==> src/rtl/rv32_mem_pkg.sv <==
// Shared memory-side types and default widths for the rv32pipe3 memory path
// (arbiter, imem/dmem wrappers).
package rv32_mem_pkg;

    localparam int unsigned MEM_AW           = 10;
    localparam int unsigned MEM_DW           = 32;
    localparam int unsigned MAX_DATA_RUN_DEF = 4;

    typedef enum logic [1:0] {
        IDLE = 2'd0,
        BUSY = 2'd1,
        DONE = 2'd2
    } arb_state_t;

    typedef enum logic [1:0] {
        OWN_NONE = 2'd0,
        OWN_IF   = 2'd1,
        OWN_D    = 2'd2
    } owner_t;

endpackage

==> src/rtl/mem_port_arbiter_if.sv <==
// Fetch, data and shared-memory signals of the memory port arbiter.
// The slave modport is the arbiter's view; master is the core/memory side.
interface mem_port_arbiter_if
    import rv32_mem_pkg::*;
#(
    parameter int unsigned AW = MEM_AW,
    parameter int unsigned DW = MEM_DW
);
    logic          if_req;
    logic [AW-1:0] if_addr;
    logic          if_ready;
    logic [DW-1:0] if_rdata;

    logic          d_req;
    logic          d_we;
    logic [AW-1:0] d_addr;
    logic [DW-1:0] d_wdata;
    logic          d_ready;
    logic [DW-1:0] d_rdata;

    logic          mem_en;
    logic          mem_we;
    logic [AW-1:0] mem_addr;
    logic [DW-1:0] mem_wdata;
    logic [DW-1:0] mem_rdata;
    logic          mem_ack;

    modport slave (
        input  if_req, if_addr, d_req, d_we, d_addr, d_wdata, mem_rdata, mem_ack,
        output if_ready, if_rdata, d_ready, d_rdata, mem_en, mem_we, mem_addr, mem_wdata
    );

    modport master (
        output if_req, if_addr, d_req, d_we, d_addr, d_wdata, mem_rdata, mem_ack,
        input  if_ready, if_rdata, d_ready, d_rdata, mem_en, mem_we, mem_addr, mem_wdata
    );

endinterface

==> src/rtl/mem_port_arbiter.sv <==
// Shares one single-ported memory between fetch and data ports: data has priority,
// fetch is forced in after MAX_DATA_RUN consecutive data grants while it waits.
module mem_port_arbiter
    import rv32_mem_pkg::*;
#(
    parameter int unsigned AW           = MEM_AW,
    parameter int unsigned DW           = MEM_DW,
    parameter int unsigned MAX_DATA_RUN = MAX_DATA_RUN_DEF
) (
    input  logic              clk,
    input  logic              reset,
    mem_port_arbiter_if.slave bus
);

    localparam int unsigned RW = $clog2(MAX_DATA_RUN + 1);

    arb_state_t    r_state,     w_state_nxt;
    owner_t        r_owner,     w_owner_nxt;
    logic [RW-1:0] r_run,       w_run_nxt;
    logic          r_mem_en,    w_mem_en_nxt;
    logic          r_mem_we,    w_mem_we_nxt;
    logic [AW-1:0] r_mem_addr,  w_mem_addr_nxt;
    logic [DW-1:0] r_mem_wdata, w_mem_wdata_nxt;
    logic          r_if_ready,  w_if_ready_nxt;
    logic [DW-1:0] r_if_rdata,  w_if_rdata_nxt;
    logic          r_d_ready,   w_d_ready_nxt;
    logic [DW-1:0] r_d_rdata,   w_d_rdata_nxt;

    logic w_req_any;
    logic w_grant_if;

    assign w_req_any  = bus.if_req | bus.d_req;
    assign w_grant_if = bus.if_req & (~bus.d_req | (r_run == RW'(MAX_DATA_RUN)));

    // State and output registers
    always_ff @(posedge clk) begin
        if (reset) begin
            r_state     <= IDLE;
            r_owner     <= OWN_NONE;
            r_run       <= '0;
            r_mem_en    <= 1'b0;
            r_mem_we    <= 1'b0;
            r_mem_addr  <= '0;
            r_mem_wdata <= '0;
            r_if_ready  <= 1'b0;
            r_if_rdata  <= '0;
            r_d_ready   <= 1'b0;
            r_d_rdata   <= '0;
        end else begin
            r_state     <= w_state_nxt;
            r_owner     <= w_owner_nxt;
            r_run       <= w_run_nxt;
            r_mem_en    <= w_mem_en_nxt;
            r_mem_we    <= w_mem_we_nxt;
            r_mem_addr  <= w_mem_addr_nxt;
            r_mem_wdata <= w_mem_wdata_nxt;
            r_if_ready  <= w_if_ready_nxt;
            r_if_rdata  <= w_if_rdata_nxt;
            r_d_ready   <= w_d_ready_nxt;
            r_d_rdata   <= w_d_rdata_nxt;
        end
    end

    always_comb begin
        w_state_nxt = r_state;
        case (r_state)
            IDLE:    if (w_req_any)   w_state_nxt = BUSY;
            BUSY:    if (bus.mem_ack) w_state_nxt = DONE;
            DONE:    w_state_nxt = IDLE;
            default: w_state_nxt = IDLE;
        endcase
    end

    // Grant, memory sequencing, result capture and ready pulses
    always_comb begin
        w_owner_nxt     = r_owner;
        w_mem_en_nxt    = r_mem_en;
        w_mem_we_nxt    = r_mem_we;
        w_mem_addr_nxt  = r_mem_addr;
        w_mem_wdata_nxt = r_mem_wdata;
        w_if_ready_nxt  = 1'b0;
        w_if_rdata_nxt  = r_if_rdata;
        w_d_ready_nxt   = 1'b0;
        w_d_rdata_nxt   = r_d_rdata;
        case (r_state)
            IDLE: begin
                if (w_req_any) begin
                    w_mem_en_nxt = 1'b1;
                    if (w_grant_if) begin
                        w_owner_nxt    = OWN_IF;
                        w_mem_addr_nxt = bus.if_addr;
                        w_mem_we_nxt   = 1'b0;
                    end else begin
                        w_owner_nxt     = OWN_D;
                        w_mem_addr_nxt  = bus.d_addr;
                        w_mem_we_nxt    = bus.d_we;
                        w_mem_wdata_nxt = bus.d_wdata;
                    end
                end
            end
            BUSY: begin
                if (bus.mem_ack) begin
                    w_mem_en_nxt = 1'b0;
                    w_mem_we_nxt = 1'b0;
                    if (r_owner == OWN_IF) begin
                        w_if_rdata_nxt = bus.mem_rdata;
                        w_if_ready_nxt = 1'b1;
                    end else if (r_owner == OWN_D) begin
                        if (!r_mem_we) w_d_rdata_nxt = bus.mem_rdata;
                        w_d_ready_nxt = 1'b1;
                    end
                end
            end
            DONE:    w_owner_nxt = OWN_NONE;
            default: w_owner_nxt = OWN_NONE;
        endcase
    end

    // Consecutive data grants while fetch is waiting
    always_comb begin
        w_run_nxt = r_run;
        if (!bus.if_req) begin
            w_run_nxt = '0;
        end else if (r_state == IDLE && w_req_any) begin
            if (w_grant_if)                        w_run_nxt = '0;
            else if (r_run != RW'(MAX_DATA_RUN))   w_run_nxt = r_run + RW'(1);
        end
    end

    assign bus.mem_en    = r_mem_en;
    assign bus.mem_we    = r_mem_we;
    assign bus.mem_addr  = r_mem_addr;
    assign bus.mem_wdata = r_mem_wdata;
    assign bus.if_ready  = r_if_ready;
    assign bus.if_rdata  = r_if_rdata;
    assign bus.d_ready   = r_d_ready;
    assign bus.d_rdata   = r_d_rdata;

endmodule
==> src/flat_wrapper.sv <==
// flat-port wrapper written by rule: the top's interface ports become plain ports
module mem_port_arbiter_flat import rv32_mem_pkg::*;
#(
    parameter int unsigned AW           = MEM_AW,
    parameter int unsigned DW           = MEM_DW,
    parameter int unsigned MAX_DATA_RUN = MAX_DATA_RUN_DEF
)
  (clk, reset, bus_if_req, bus_if_addr, bus_d_req, bus_d_we, bus_d_addr, bus_d_wdata, bus_mem_rdata, bus_mem_ack, bus_if_ready, bus_if_rdata, bus_d_ready, bus_d_rdata, bus_mem_en, bus_mem_we, bus_mem_addr, bus_mem_wdata);
  mem_port_arbiter_if #(.AW(AW), .DW(DW)) bus_i ();
  input  logic clk;
  input  logic reset;
  input wire logic [$bits(bus_i.if_req)-1:0] bus_if_req;
  input wire logic [$bits(bus_i.if_addr)-1:0] bus_if_addr;
  input wire logic [$bits(bus_i.d_req)-1:0] bus_d_req;
  input wire logic [$bits(bus_i.d_we)-1:0] bus_d_we;
  input wire logic [$bits(bus_i.d_addr)-1:0] bus_d_addr;
  input wire logic [$bits(bus_i.d_wdata)-1:0] bus_d_wdata;
  input wire logic [$bits(bus_i.mem_rdata)-1:0] bus_mem_rdata;
  input wire logic [$bits(bus_i.mem_ack)-1:0] bus_mem_ack;
  output wire logic [$bits(bus_i.if_ready)-1:0] bus_if_ready;
  output wire logic [$bits(bus_i.if_rdata)-1:0] bus_if_rdata;
  output wire logic [$bits(bus_i.d_ready)-1:0] bus_d_ready;
  output wire logic [$bits(bus_i.d_rdata)-1:0] bus_d_rdata;
  output wire logic [$bits(bus_i.mem_en)-1:0] bus_mem_en;
  output wire logic [$bits(bus_i.mem_we)-1:0] bus_mem_we;
  output wire logic [$bits(bus_i.mem_addr)-1:0] bus_mem_addr;
  output wire logic [$bits(bus_i.mem_wdata)-1:0] bus_mem_wdata;
  assign bus_i.if_req = bus_if_req;
  assign bus_i.if_addr = bus_if_addr;
  assign bus_i.d_req = bus_d_req;
  assign bus_i.d_we = bus_d_we;
  assign bus_i.d_addr = bus_d_addr;
  assign bus_i.d_wdata = bus_d_wdata;
  assign bus_i.mem_rdata = bus_mem_rdata;
  assign bus_i.mem_ack = bus_mem_ack;
  assign bus_if_ready = bus_i.if_ready;
  assign bus_if_rdata = bus_i.if_rdata;
  assign bus_d_ready = bus_i.d_ready;
  assign bus_d_rdata = bus_i.d_rdata;
  assign bus_mem_en = bus_i.mem_en;
  assign bus_mem_we = bus_i.mem_we;
  assign bus_mem_addr = bus_i.mem_addr;
  assign bus_mem_wdata = bus_i.mem_wdata;
  mem_port_arbiter #(.AW(AW), .DW(DW), .MAX_DATA_RUN(MAX_DATA_RUN)) u_core (.clk(clk), .reset(reset), .bus(bus_i));
endmodule
==> config.mk <==
export PLATFORM = sky130hd
export DESIGN_NAME = mem_port_arbiter_flat
export DESIGN_NICKNAME = d
export VERILOG_FILES = /design/src/rtl/rv32_mem_pkg.sv /design/src/rtl/mem_port_arbiter_if.sv /design/src/rtl/mem_port_arbiter.sv /design/src/flat_wrapper.sv
export SDC_FILE = /design/constraint.sdc
export NUM_CORES = 1
export LEC_CHECK = 0
export CAP_MARGIN = 30
export CORE_MARGIN = 5
export CORE_UTILIZATION = 38
export DETAILED_ROUTE_END_ITERATION = 6
export HOLD_SLACK_MARGIN = 0.05
export PLACE_DENSITY = 0.79
export SYNTH_ARGS = -nofsm -noshare
export SYNTH_HDL_FRONTEND = slang
export SYNTH_SLANG_ARGS = --single-unit
==> constraint.sdc <==
create_clock -name clk -period 1.28 [get_ports clk]
set_input_delay 0.256 -clock clk [delete_from_list [all_inputs] [get_ports clk]]
set_output_delay 0.256 -clock clk [all_outputs]
set_load 0.1 [all_outputs]
Word-level counts from Yosys, hierarchy flattened:

Cells that the tools add are included.

* register bits after elaboration: 117
* bits in latches: 0
* memory bits (writable): 0
* memory bits (read-only): 0
* bits of input ports: 90
* output and inout port bits: 110
* word-level logic and storage cells: 61
* memories: 0

* $add $sub $neg: 1
* $mul: 0
* div/mod/pow operators: 0
* order comparisons: 0
* eq/ne operators: 7
* shift operators: 0
* muxes and demuxes: 17
* bitwise gates (word level): 10
* reductions and logical operators: 15

Operators by type and width (count)
* two-way mux 10 bit: 1
* AND reduction 3 bit: 3
* two-way mux 2 bit: 4
* one-hot mux 2 bit (2 select lines): 2
* AND reduction 2 bit: 4
* inverter 1 bit: 7
* two-way mux 1 bit: 6
* two-way mux 3 bit: 2
* AND reduction 5 bit: 1
* equality test 2 x 1 -> 1 bit, second input constant: 2
* one-hot mux 1 bit (2 select lines): 2
* nonzero test 2 bit: 2
* OR reduction 4 bit: 1
* adder 3 x 1 -> 3 bit, second input constant: 1
* equality test 3 bit, second input constant: 1
* inequality test 3 bit, second input constant: 1
* OR reduction 3 bit: 1
* equality test 2 bit, second input constant: 1
* logical NOT 2 bit: 1
* inequality test 2 x 1 -> 1 bit, second input constant: 1
* inequality test 2 bit, second input constant: 1
* bitwise OR 1 bit: 2
* OR reduction 2 bit: 1
* bitwise AND 1 bit: 1
* logical AND 1 bit: 1

Longest topological paths before layout:

Gate-level depths: netlist of run 1.

* depth in word-level cells: 6
* mapped depth: 6
* mapped depth without buffers: 5

Worst setup path before layout of run 1:

OpenSTA, ideal clock, no wires.

* path kind: reg-to-reg
* start point: register u_core.r_mem_we (netlist: u_core.bus.mem_we)
* end point: register u_core.r_d_rdata[11] (netlist: u_core.bus.d_rdata[11])
* library setup time: 71 ps
* data arrival time: 1733 ps
* data required time: 1209 ps
* path slack: -524 ps
* stages on the path, launching flop included: 5
* path buffers: 1
* cell sequence: dfxtp_1 -> or3b_1 -> clkbuf_1 -> o21ai_0 -> a21oi_1

* cells in the longest elaborated chain, start to end: 2

RTL lines
* from (decl): RTL line mem_port_arbiter.sv:21 `logic r_mem_we, w_mem_we_nxt;`
* from (signal assigned): RTL line mem_port_arbiter.sv:54 `r_mem_we <= w_mem_we_nxt;`
* inverter 1 bit (no source line)
* AND reduction 5 bit (no source line)
* to (signal assigned): RTL line mem_port_arbiter.sv:60 `r_d_rdata <= w_d_rdata_nxt;`
* to (decl): RTL line mem_port_arbiter.sv:27 `logic [DW-1:0] r_d_rdata, w_d_rdata_nxt;`

Every way passes these cells.
A chain may end at the register's enable or synchronous reset.

Final worst setup path of run 1:

* start point: register u_core.r_state[1]
* end point: register u_core.r_if_rdata[14] (netlist: u_core.bus.if_rdata[14])

* cells in the longest elaborated chain, start to end: 2

RTL lines
* from (decl): RTL line mem_port_arbiter.sv:17 `arb_state_t r_state, w_state_nxt;`
* from (signal assigned): RTL line mem_port_arbiter.sv:50 `r_state <= w_state_nxt;`
* equality test 2 x 1 -> 1 bit: RTL line mem_port_arbiter.sv:85 `case (r_state)`
* AND reduction 3 bit (no source line)
* to (signal assigned): RTL line mem_port_arbiter.sv:58 `r_if_rdata <= w_if_rdata_nxt;`
* to (decl): RTL line mem_port_arbiter.sv:25 `logic [DW-1:0] r_if_rdata, w_if_rdata_nxt;`

Every way passes these cells.

==> key figures, run 1 <==
CTS
  – Number of CTS-inserted buffers: 17
  – CTS tree: built
  – Hold buffers post-CTS: 0
  – Root Buffer Master: clkbuf_16
  – Max clock buf depth: 2
  – H-tree depth: 4
  – Clk slew on worst S/H paths: 0.06 ns
  – Clock sink total: 117
  – Clk_lat worst skew: 0.40 ns

Logic synthesis
  – Share of the synthesized area in the top cell type: 50.4%
  – Cell count after synthesis: 555
  – Netlist Area Pre-Place: 4650 sq um
  – Yosys cell types: 34
  – Flops & latches, synth: 117
  – Synth Flop Type: dfxtp_1
  – Synth warnings: 0
  – Synthesized Nets: 647
  – Post-synthesis sequential area ratio: 50.4%
  – Largest cells by area after synthesis: dfxtp_1, nand3_1, a21oi_1
  – Mapped Avg Cell Area: 8.37 sq um
  – Post-synth EDFFs: 0
  – Post-synth top area cell: dfxtp_1
  – Async set-reset flop share out of synthesis: 0%

Routing
  – Via Count: 5,646
  – Initial DRC count: 720
  – Final WL: 21,400 microns
  – Wire length on met3: 1590 microns
  – M1 WL: 7820 microns
  – Drt pass-1 iters: 6
  – Wirelength per Cell: 22.9 microns
  – Routed met2 length: 11,100 microns
  – DR vias/cell: 6.03
  – DRC: 0
  – Top routing layer used: met4
  – Antenna viol nets, final: 0

Final layout
  – Nets@finish: 869
  – Final std cells w/o fill: 937
  – Area Overhead vs Synth: 112%
  – Filler cells: 638
  – Share of cells above drive strength 1: 55.0%

STA
  – Relative slew slack: 75.9%
  – RSZ-0062 raised after global routing: true
  – Final worst-path cycle share: 114%
  – Skew final: 0.0117 ns
  – Max-slew violation count: 0
  – Final hold vios: 0
  – Slew @ Worst Pin: 0.358 ns
  – Final worst setup slack: -0.182 ns
  – Post-layout min period: 1.46 ns
  – Fmax: 0.684 GHz
  – Setup violations, final: 109

Global routing
  – Largest net degree at the start of global routing: 62
  – Vias in the first global route: 5,534
  – GRT overflow: 0
  – Initial antenna violation count: 1
  – First-pass GRT wire length: 29,100 microns
  – GRT Util Overall: 25.0%

Placement
  – Pre-CTS setup slack: -0.424 ns
  – Cells after DPL: 876
  – I/O Buffers: 199
  – Routability congestion estimate from global placement: 0.850
  – Post-detail-place hpwl: 11,600 microns

Pwr
  – Cell leakage power: 3.44 nW
  – Tot Pwr: 11.9 mW
  – Peak supply drop: 994 uV
  – Pwr/cell area: 1200 nW/um^2

Outcome
  – Status: complete, but fails checks
  – Failing checks: setup timing

Worst setup path
  – Setup Crit Path Kind: register to register
  – Critical Path RT: 1.55 ns
  – Startpoint Class: register
  – Crit path DAT: 1.73 ns
  – CP Max Fanout: 53
  – Crit path capture type: register

Floorplan
  – Row count: 40
  – I/O pin total: 200
  – Core area: 12,000 sq um
  – Die Wd: 121 microns
  – Die height: 121 microns
  – Die area: 14,500 sq um
  – Initial Util: 38.7%

Job
  – Max-cap violations: 0

Min path
  – Worst Hold Class: primary input to register
cell usage after synthesis, types with 2 or more instances:
cell,count
nand3_1,110
clkbuf_2,6
nand2_1,4
a31oi_1,10
o21ai_1,27
nand2b_1,2
or3_1,2
inv_1,5
dfxtp_1,117
buf_2,16
o211ai_1,3
clkbuf_1,30
a21oi_1,104
ha_1,2
nor2_1,3
nand4_1,10
o21ai_0,81
buf_6,7
sequential cells by signal, summed over array words and instances (netlist names):
signal                count
u_core.bus.mem_wdata     32
u_core.bus.mem_we         1
u_core.bus.mem_addr      10
u_core.r_owner            2
u_core.bus.if_rdata      32
u_core.r_state            2
u_core.r_run              3
u_core.bus.d_ready        1
u_core.bus.mem_en         1
u_core.bus.if_ready       1
u_core.bus.d_rdata       32
layout by cell type, fill, tap and decap left out, types with 4 or more instances in the layout:
master,n
a31oi_1,10
or3b_4,4
o21ai_2,32
nand4_1,10
nand3_2,35
a21oi_2,49
buf_6,15
dfxtp_2,85
buf_4,26
a21oi_1,55
buf_12,125
o21ai_0,24
o21ai_1,50
clkdlybuf4s50_1,88
nand3_4,6
clkbuf_8,4
nand3_1,69
dfxtp_1,29
clkbuf_16,21
kinds of logic (layout without fill, tap and decap cells):
group           after synthesis  count (layout)  share of synthesized area (%)
compound gates              226             226                           24.9
fa+ha+maj                     2               2                          0.538
buf+inv                      66             298                           7.14
flops                       117             117                           50.4
other cells                   0               1                              0
simple gates                144             146                           17.0
per-stage QoR:
step | setup TNS, ns | util (%) | instance area (sq um) | hold WS, ns
after floorplan | -2.75 | - | 4820 | 0.393
after CTS | -0.944 | 76.3 | 9170 | 0.126
final | -5.65 | 82.0 | 9850 | 0.144
after detailed placement | -35.04 | 67.8 | 8140 | 0.490
after global routing | -11.13 | 82.0 | 9850 | 0.127
after global placement | -30.68 | 67.8 | 8140 | 0.483
power breakdown:
group	switching [mW]	internal, mW
clock network	1.68	3.25
registers	0.163	3.80
logic	1.74	1.23
layer usage:
layer	vias to the layer above	global-route usage, %
met1	2735	28.5
met5	-	0
met4	0	11.9
met2	344	44.3
met3	78	5.52
li1	2489	-
worst paths after layout:
kind | start | endpoint | slack, ns | cells past startpoint
setup / recovery | u_core.r_state[1] | u_core.bus.if_rdata[14] | -0.18 | 5
hold / removal | reset | u_core.bus.mem_we | 0.14 | 2
setup reg to reg | u_core.r_state[1] | u_core.bus.if_rdata[14] | -0.18 | 5
hold reg to reg | u_core.bus.mem_wdata[24] | u_core.bus.mem_wdata[24] | 0.47 | 2
layout make-up:
class	count	area, sq um	share of cell area [%]
clock inverters	8	123	1.25
inverters	5	18.8	0.191
well taps	147	184	1.87
flip-flops and latches	117	2460	25.0
diodes	1	2.50	0.0254
multi-input cells	374	2630	26.7
clock buffers	23	488	4.96
repair buffers	262	3950	40.1
worst max-delay path, cell delays in order, from the launching register on:
cell and delay [ns]:
dfxtp_4 0.37, buf_4 0.14, nand3b_4 0.16, buf_12 0.19
o21ai_0 0.29, a21oi_1 0.14
what timing repair did:
action | 4_1_cts | 5_1_grt
resized for setup | 60 | 143
buffers inserted | 14 | 3
endpoints found under the setup margin | 113 | 115
gates cloned | 7 | 6
hold endpoints to repair | 0 | 0
pin swaps | 14 | 59
No activity file was read; power rests on OpenSTA's default activity.
==> run 2, diff against run 1 <==
RECOVER_POWER = 100   (was unset)
==> run 2 against run 1 <==
  * The run still ends with setup timing left
  * Via count about the same
  * Non-clock buffer count unchanged
  * Clock skew down 0.0010 ns
  * Critical path type unchanged
  * Critical endpoint unchanged
  * Largest cell class unchanged
  * Highest routed layer unchanged
==> key figures, run 2 (synthesis gave the netlist of run 1 again) <==
Worst setup path
  – CP Cell Sequence: buf_4 -> nand3b_4 -> buf_12 -> o21ai_0 -> a21oi_1
  – R2r worst-path depth: 5
  – Startpoint Class: register
  – CP Max Fanout: 53
  – Crit path largest cell delay: 0.37 ns
  – Crit path max-delay family: compound AO/OA/AOI/OAI gates
  – Critical path's slowest cell: dfxtp_4
  – Setup Crit Path Kind: register to register
  – Critical Path RT: 1.55 ns
  – CP Buf/Inv Count: 2
  – Worst reg2reg path startpoint: u_core.r_state[1]
  – Crit path capture type: register
  – Setup slack, reg-to-reg: -0.18 ns
  – Crit Reg-Reg Endpoint: u_core.bus.if_rdata[14]
  – Crit path DAT: 1.73 ns

STA
  – Max-slew violation count: 0
  – Setup violations, final: 111
  – Fin Hold WS: 0.142 ns
  – Final hold vios: 0
  – Fin Setup TNS: -6.05 ns
  – Slew @ Worst Pin: 0.368 ns
  – Final worst-path cycle share: 114%
  – Fmax: 0.685 GHz
  – Relative slew slack: 75.5%
  – Skew final: 0.0107 ns
  – Final worst setup slack: -0.181 ns
  – RSZ-0062 raised after global routing: true
  – Post-layout min period: 1.46 ns

Floorplan
  – Initial Util: 38.7%
  – I/O pin total: 200
  – Die Wd: 121 microns
  – Die height: 121 microns
  – Core area: 12,000 sq um
  – Row count: 40
  – Die area: 14,500 sq um

Min path
  – Hold path start: reset
  – WHS Endpoint: u_core.bus.mem_we
  – Hold path depth: 2
  – Worst Hold Class: primary input to register

Global routing
  – GRT overflow: 0
  – GRT Util Overall: 25.0%
  – Largest net degree at the start of global routing: 62
  – Vias in the first global route: 5,534
  – Initial antenna violation count: 1
  – First-pass GRT wire length: 29,100 microns

Pwr
  – Cell leakage power: 3.25 nW
  – Clk network pwr share: 42.4%
  – Sw frac: 30.5%
  – Part of the power in combinational logic: 23.9%
  – Peak supply drop: 985 uV
  – Sequential share of power: 33.7%
  – Int Power: 8.09 mW
  – Sw Pwr: 3.54 mW
  – Pwr/cell area: 1290 nW/um^2

CTS
  – Number of CTS-inserted buffers: 17
  – Clk slew on worst S/H paths: 0.06 ns
  – CTS tree: built
  – H-tree depth: 4
  – Max clock buf depth: 2
  – Root Buffer Master: clkbuf_16
  – Clk_lat worst skew: 0.40 ns
  – Clock sink total: 117
  – Hold buffers post-CTS: 0

Job
  – Max-cap violations: 0

Routing
  – Drt pass-1 iters: 6
  – DR vias/cell: 6.03
  – Antenna viol nets, final: 0
  – Via Count: 5,647
  – Wirelength per Cell: 23.2 microns
  – Final WL: 21,700 microns
  – DRC: 0
  – Initial DRC count: 647

Final layout
  – Share of cells above drive strength 1: 54.9%
  – Area Overhead vs Synth: 94.2%
  – Most frequent cells in the layout: buf_6, clkdlybuf4s50_1, dfxtp_2, nand3_1, a21oi_1
  – Filler cells: 767
  – Finished Cell Area: 9020 sq um
  – Fin util: 75.1%
  – Nets@finish: 869
  – Commonest non-fill, non-tap cell in the layout: buf_6

Outcome
  – Failing checks: setup timing
  – Status: complete, but fails checks

Placement
  – Post-detail-place hpwl: 11,600 microns
  – DP Area: 8140 sq um
  – I/O Buffers: 199
  – Routability congestion estimate from global placement: 0.850
run 2: worst max path at each step:
stage / startpoint / to / slack, ns / cells past startpoint
2_1_floorplan: u_core.bus.mem_we / u_core.bus.d_rdata[10] / -0.07 / 4
3_3_place_gp: bus_d_req / u_core.bus.mem_addr[7] / -0.35 / 6
3_5_place_dp: bus_d_req / u_core.bus.mem_addr[4] / -0.42 / 6
4_1_cts: u_core.r_owner[1] / u_core.bus.d_rdata[11] / -0.04 / 3
5_1_grt: u_core.r_state[1] / u_core.bus.if_rdata[14] / -0.23 / 5
6_report: u_core.r_state[1] / u_core.bus.if_rdata[14] / -0.18 / 5
run 2: area by class of cell:
class	instances	area, sq um	area share, %
repair buffers	262	3130	34.7
multi-input cells	374	2620	29.0
flip-flops and latches	117	2460	27.3
clock buffers	23	488	5.41
well taps	147	184	2.04
clock inverters	8	123	1.36
inverters	5	18.8	0.208
diodes	1	2.50	0.0277
run 2: through the flow:
stage               total power, mW  worst slack [ns]  cells
global placement               6.40            -0.351    876
global route                   11.9            -0.229    937
detailed placement             6.44            -0.424    876
CTS                            11.6           -0.0420    928
finish                         11.6            -0.181    937
floorplan                      5.37           -0.0706    555
run 2: layer usage:
layer / vias to the layer above / global-route usage (%) / share of wire [%]
met2: 358 / 44.3 / 51
met3: 88 / 5.52 / 7.4
met5: - / 0 / 0
met4: 0 / 11.9 / 4.7
li1: 2479 / - / -
met1: 2722 / 28.5 / 37
run 2: worst register-to-register path: stages, from the launching register on:
cell and delay [ns]:
dfxtp_4 0.37, buf_4 0.14, nand3b_4 0.17, buf_12 0.20
o21ai_0 0.30, a21oi_1 0.15
run 2: what timing repair did:
action	4_1_cts	5_1_grt
setup buffers	14	3
pin swaps	14	59
cloned	7	6
setup endpoints to repair	113	115
gates resized for setup	60	143
run 2: power groups by stage:
stage,logic [mW],registers [mW],clock network [mW]
final,2.78,3.93,4.93
after global routing,2.85,3.94,5.14
after CTS,2.69,3.95,4.93
after detailed placement,2.43,4.02,0
after global placement,2.39,4.01,0
after floorplan,0.560,4.81,0
